### src/rtl/fwd_hazard_ctrl.sv
// fwd_hazard_ctrl: operand forwarding and hazard control beside IDU.
// - Forwards from NFWD producer stages (index 0 = youngest), youngest wins.
// - Detects load-use hazards (matching stage result not yet ready).
// - Keeps a busy scoreboard for out-of-pipe long-latency ops, with a
//   same-cycle completion bypass and WAW protection on issue.
// Optional stall counters are built when FWD_PERF_CNT_EN is defined;
// otherwise the perf ports are tied to zero and no counter flops exist.
module fwd_hazard_ctrl #(
    parameter int XLEN = 64,
    parameter int NFWD = 3,
    parameter int RAW  = 5
) (
    input  logic                   clk,
    input  logic                   rst,
    input  logic                   idu_valid,
    input  logic                   idu_use_rs1,
    input  logic                   idu_use_rs2,
    input  logic [RAW-1:0]         idu_index_rs1,
    input  logic [RAW-1:0]         idu_index_rs2,
    input  logic [NFWD-1:0]        stg_wb_en,
    input  logic [NFWD*RAW-1:0]    stg_index_rd,
    input  logic [NFWD-1:0]        stg_data_rdy,
    input  logic [NFWD*XLEN-1:0]   stg_data,
    input  logic                   lat_issue,
    input  logic [RAW-1:0]         lat_issue_rd,
    input  logic                   lat_done,
    input  logic [RAW-1:0]         lat_done_rd,
    input  logic [XLEN-1:0]        lat_done_data,
    input  logic                   lat_kill,
    output logic                   fw_en1,
    output logic                   fw_en2,
    output logic [XLEN-1:0]        fw_data1,
    output logic [XLEN-1:0]        fw_data2,
    output logic                   stall,
    output logic [(1<<RAW)-1:0]    sb_busy,
    output logic                   sb_err,
    output logic [31:0]            perf_stall_lu,
    output logic [31:0]            perf_stall_sb
);

    localparam int NREG = 1 << RAW;

    logic [NREG-1:0] sb_busy_q, sb_busy_d;
    logic            sb_err_q, sb_err_d;

    logic            hit1, hit2, rdy1, rdy2;
    logic [XLEN-1:0] sdata1, sdata2;
    logic            byp1, byp2, sbh1, sbh2, lu1, lu2, waw;
    logic            stall_lu, stall_sb;

    // Stage match per operand: scan oldest to youngest so the youngest match overrides.
    always_comb begin
        hit1   = 1'b0;
        rdy1   = 1'b0;
        sdata1 = '0;
        hit2   = 1'b0;
        rdy2   = 1'b0;
        sdata2 = '0;
        for (int i = NFWD - 1; i >= 0; i--) begin
            if (idu_use_rs1 && stg_wb_en[i] && (stg_index_rd[i*RAW +: RAW] != '0) &&
                (stg_index_rd[i*RAW +: RAW] == idu_index_rs1)) begin
                hit1   = 1'b1;
                rdy1   = stg_data_rdy[i];
                sdata1 = stg_data[i*XLEN +: XLEN];
            end
            if (idu_use_rs2 && stg_wb_en[i] && (stg_index_rd[i*RAW +: RAW] != '0) &&
                (stg_index_rd[i*RAW +: RAW] == idu_index_rs2)) begin
                hit2   = 1'b1;
                rdy2   = stg_data_rdy[i];
                sdata2 = stg_data[i*XLEN +: XLEN];
            end
        end
    end

    // Completion bypass, scoreboard hazards, output muxing and the IDU stall.
    always_comb begin
        byp1 = !hit1 && idu_use_rs1 && lat_done && (lat_done_rd == idu_index_rs1) &&
               (idu_index_rs1 != '0);
        byp2 = !hit2 && idu_use_rs2 && lat_done && (lat_done_rd == idu_index_rs2) &&
               (idu_index_rs2 != '0);
        sbh1 = !hit1 && idu_use_rs1 && sb_busy_q[idu_index_rs1] && !byp1;
        sbh2 = !hit2 && idu_use_rs2 && sb_busy_q[idu_index_rs2] && !byp2;
        lu1  = hit1 && !rdy1;
        lu2  = hit2 && !rdy2;
        // A re-issue to a busy rd must wait unless that rd completes this cycle.
        waw  = lat_issue && sb_busy_q[lat_issue_rd] &&
               !(lat_done && (lat_done_rd == lat_issue_rd));

        stall_lu = lu1 || lu2;
        stall_sb = sbh1 || sbh2 || waw;
        stall    = idu_valid && (stall_lu || stall_sb);

        fw_en1   = (hit1 && rdy1) || byp1;
        fw_en2   = (hit2 && rdy2) || byp2;
        fw_data1 = (hit1 && rdy1) ? sdata1 : (byp1 ? lat_done_data : '0);
        fw_data2 = (hit2 && rdy2) ? sdata2 : (byp2 ? lat_done_data : '0);
    end

    // Scoreboard next state: kill dominates; an issue overrides a done to the same rd.
    always_comb begin
        sb_busy_d = sb_busy_q;
        if (lat_kill) begin
            sb_busy_d = '0;
        end else begin
            if (lat_done) begin
                sb_busy_d[lat_done_rd] = 1'b0;
            end
            if (lat_issue && (lat_issue_rd != '0)) begin
                sb_busy_d[lat_issue_rd] = 1'b1;
            end
        end
        sb_err_d = sb_err_q || (lat_done && !sb_busy_q[lat_done_rd]) ||
                   (lat_issue && stall);
    end

    // Scoreboard and sticky error registers.
    always_ff @(posedge clk or posedge rst) begin
        if (rst) begin
            sb_busy_q <= '0;
            sb_err_q  <= 1'b0;
        end else begin
            sb_busy_q <= sb_busy_d;
            sb_err_q  <= sb_err_d;
        end
    end

    assign sb_busy = sb_busy_q;
    assign sb_err  = sb_err_q;

`ifdef FWD_PERF_CNT_EN
    logic [31:0] perf_lu_q, perf_lu_d, perf_sb_q, perf_sb_d;

    // Saturating stall counters; a cycle with both causes is charged to load-use.
    always_comb begin
        perf_lu_d = perf_lu_q;
        perf_sb_d = perf_sb_q;
        if (idu_valid && stall_lu && (perf_lu_q != 32'hFFFF_FFFF)) begin
            perf_lu_d = perf_lu_q + 32'd1;
        end
        if (idu_valid && stall_sb && !stall_lu && (perf_sb_q != 32'hFFFF_FFFF)) begin
            perf_sb_d = perf_sb_q + 32'd1;
        end
    end

    // Counter registers.
    always_ff @(posedge clk or posedge rst) begin
        if (rst) begin
            perf_lu_q <= '0;
            perf_sb_q <= '0;
        end else begin
            perf_lu_q <= perf_lu_d;
            perf_sb_q <= perf_sb_d;
        end
    end

    assign perf_stall_lu = perf_lu_q;
    assign perf_stall_sb = perf_sb_q;
`else
    assign perf_stall_lu = 32'd0;
    assign perf_stall_sb = 32'd0;
`endif

endmodule

### config.mk
export PLATFORM = sky130hd
export DESIGN_NAME = fwd_hazard_ctrl
export DESIGN_NICKNAME = d
export VERILOG_FILES = /design/src/rtl/fwd_hazard_ctrl.sv
export SDC_FILE = /design/constraint.sdc
export NUM_CORES = 1
export LEC_CHECK = 0
export CORE_AREA = 2 2 209 211
export DETAILED_ROUTE_END_ITERATION = 10
export DIE_AREA = 0 0 211 213
export SLEW_MARGIN = 20
export SYNTH_ARGS = -nofsm -noshare
export SYNTH_HDL_FRONTEND = slang
export SYNTH_SLANG_ARGS = --single-unit
### constraint.sdc
create_clock -name clk -period 3.1 [get_ports clk]
set_clock_uncertainty 0.05 [all_clocks]
set_input_delay 0.62 -clock clk [delete_from_list [all_inputs] [get_ports clk]]
set_output_delay 0.62 -clock clk [all_outputs]
set_load 0.005 [all_outputs]
==> flow_summary.ini <==
[yosys]
synth_edf_count = 0
yosysSeqAreaShare_pct = 10.8
synth_top_family_by_area = compound AO/OA/AOI/OAI gates
synth_fa_ha_area_share_pct = 0
syn-instance-count = 1070
avgSynthCellArea_um2 = 7.18
yosysUniqueCellTypes = 55
synth_xor_xnor_area_share_pct = 4.90
yosysWarnings = 0
synth-simple-area-share_pct = 17.8
synth_flop_cell = dfrtp_1
post_synth_instance_area_um2 = 7680
synthMuxAreaShare_pct = 18.2
synth-compound-area-share_pct = 35.5
ys_async_sr_fraction_pct = 100
synth_seq_cells = 33

[job]
cap_violations = 0

[global_routing]
grt_pass1_vias = 12152
grt_max_degree = 36
gr-max-usage-layer = met2
groute.layer.met2.usage_pct = 42.1
grt_use_met3_pct = 5.03
use_met1_pct = 29.6
grt_usage_pct = 24.8
antenna_found_initial = 20
grt_pass1_wl_um = 82200
grt_overflow = 0

[finish]
fin_util_pct = 41.9
nNetsFinal = 2129
fillers = 4120
areaGrowthSynthToFinish_pct = 133
drive_gt1_share_pct = 45.4

[clocking]
clockBufferDepth = 2
clockRootBuffer = clkbuf_16
clk_latency_ps = 280
clock_sinks = 33
cts_htree_levels = 2
clkTransAtPathRegs_ps = 50
cts_tree = done
cts_buffers = 5

[sta]
finalMaxSlewViolations = 0
tightest_slew_ps = 577
period_needed_ps = 3820
period_share_pct = 123
slew_headroom_pct = 61.1
setup_viol = 131
hold_viol_final = 0
rsz0062_at_grt = yes
whs_ps = 427
fmax_ghz = 0.262
setup_slack_ps = -718

[die]
io_pins = 533
rows = 76
dieArea_um2 = 44900
fp.dieW_um = 211
die_y_um = 213
start_util_pct = 18.0
fp.coreArea_um2 = 42700

[power]
p_leak_nw = 7.50
powerDensity_nw_per_um2 = 122
vdd_drop_max_mv = 0.166
p_total_mw = 2.19

[setup_path]
critPathMaxFanout = 3
path_common_cell = buf_6
end_kind = output pin
cp-start-kind = input port
critPathRequiredTime_ps = 2430
critPathMaxStageDelay_ps = 580
cp_slowest_cell = or4_4
crit_type = in -> out
worstPathCellList = buf_6 -> or4_4 -> o21ai_4 -> buf_6 -> buf_6 -> or3_4 -> a31o_4 -> a21oi_4 -> buf_12 -> buf_12 -> buf_12 -> buf_16 -> buf_6 -> buf_6 -> o21ai_4 -> buf_2
cp.arrival_ps = 3150

[route]
drcViolationCount = 0
drtAntennaViolNets = 0
wire_per_inst_um = 26.6
routed_wl_um = 63500
via_count = 12730
drtPass1Iterations = 5
drtIter0Drc = 1355
routed_via_density = 5.33

[placement]
port-buffer-count = 468
dp_slack_ps = -1330
post-dp-hpwl_um = 40600
place.gp.congestion = 0.964

[min_path]
hp-class = reg -> reg

[status]
status = finished, violations left
violations = setup timing
[cells in the final DEF (no fill, tap or decap), types with 9 or more instances in the layout]
| cell | instances |
|---|---|
| clkdlybuf4s50_1 | 306 |
| buf_4 | 180 |
| buf_2 | 131 |
| nand2_1 | 102 |
| buf_6 | 95 |
| o21ai_2 | 94 |
| o21ai_0 | 80 |
| a22o_1 | 64 |
| conb_1 | 64 |
| mux2i_1 | 63 |
| a221o_1 | 58 |
| buf_12 | 58 |
| a21oi_1 | 48 |
| nand2_2 | 42 |
| nand2_4 | 39 |
| o21ai_1 | 36 |
| buf_8 | 34 |
| dfrtp_1 | 33 |
| xnor2_1 | 23 |
| mux4_2 | 21 |
| diode_2 | 18 |
| buf_16 | 18 |
| nand3_1 | 15 |
| nor2_1 | 14 |
| clkbuf_2 | 14 |
| clkbuf_16 | 13 |
| mux2i_4 | 12 |
| mux2i_2 | 12 |
| nand3b_1 | 10 |
| o21ai_4 | 10 |
| xor2_1 | 9 |
| o22ai_1 | 9 |
[registers in the layout (all words and copies together), names as in the netlist]
name and count:
sb_err 1, sb_busy 32
[synthesized netlist by cell type, drive strengths merged (2+ instances only)]
library cell	n	area share, %
nand4	8	0.65
xnor2	31	3.5
dfrtp	33	11
a221o	58	7.6
o21ai	220	14
xor2	12	1.4
a211oi	4	0.39
nand2	183	8.9
mux2	5	0.73
nor2	17	0.83
and3	2	0.16
a211o	3	0.34
nor2b	2	0.16
nand3	16	1.0
nor3	9	0.86
o22ai	9	0.73
buf	107	9.3
a21oi	49	3.2
o2111ai	3	0.42
a31oi	2	0.16
mux4	21	6.2
or3	5	0.41
or3b	6	0.68
nor4b	3	0.54
inv	3	0.15
clkbuf	63	3.3
nor3b	8	0.78
a22o	64	7.3
and3b	2	0.23
and2	4	0.33
or4	3	0.39
nand3b	10	0.98
nand2b	2	0.16
nor4	6	0.49
mux2i	87	11
[stage by stage]
stage	area (um^2)	cells	setup TNS, ps
3_5_place_dp	14100	2160	-153920
2_1_floorplan	8050	1133	0
5_1_grt	17900	2386	-82440
4_1_cts	16800	2333	-72980
6_report	17900	2389	-76300
3_3_place_gp	14100	2160	-148650
[final timing paths]
check / from / endpoint / slack, ps / depth (start not counted)
setup / recovery: stg_index_rd[6] / fw_data2[35] / -720 / 16
hold / removal: sb_err / sb_err / 430 / 1
setup reg to reg: sb_busy[7] / sb_err / 660 / 9
hold reg to reg: sb_err / sb_err / 430 / 1
max in group asynchronous: rst / sb_busy[10] / 1950 / 3
min in group asynchronous: rst / sb_busy[24] / 700 / 3
[cell type report]
type	count	area, um^2	share of cell area [%]
Antenna cell	18	45.0	0.252
Clock buffer	8	136	0.762
Inverter	3	11.3	0.0629
Multi-Input combinational cell	927	7480	41.8
Sequential cell	33	826	4.61
Tap cell	546	683	3.82
Timing Repair Buffer	854	8720	48.7
[worst max-delay path: cells and delay by family]
family / cells / cell delay [ps]
simple gates: 2 / 700
compound gates: 4 / 630
buf+inv: 10 / 1160
[where the power goes]
group | leakage, nW | internal [mW] | switching [mW]
registers | 0.454 | 0.436 | 0.00834
logic | 6.98 | 0.703 | 0.562
clock network | 0.0653 | 0.298 | 0.177
total | 7.50 | 1.44 | 0.748
[per-layer routing]
metal  up-vias  share of wire, %  wire, um
met5         -             0.020        13
met4         2               5.7      3640
met3       232               9.7      6140
met2       945                48     30500
met1      6099                37     23200
li1       5452                 -         -
[timing repair]
item | CTS | global route
setup buffers | 138 | 64
setup endpoints to repair | 132 | 132
hold buffers | 0 | 0
pin swaps | 73 | 119
resized for setup | 789 | 389
cloned | 30 | 9
[logic make-up after synthesis]
group	count (synthesis)
mux	113
compound gates	420
flops	33
simple gates	287
xor+xnor	43
other cells	1
buf+inv	173
Power figures use the tool's default switching activity.
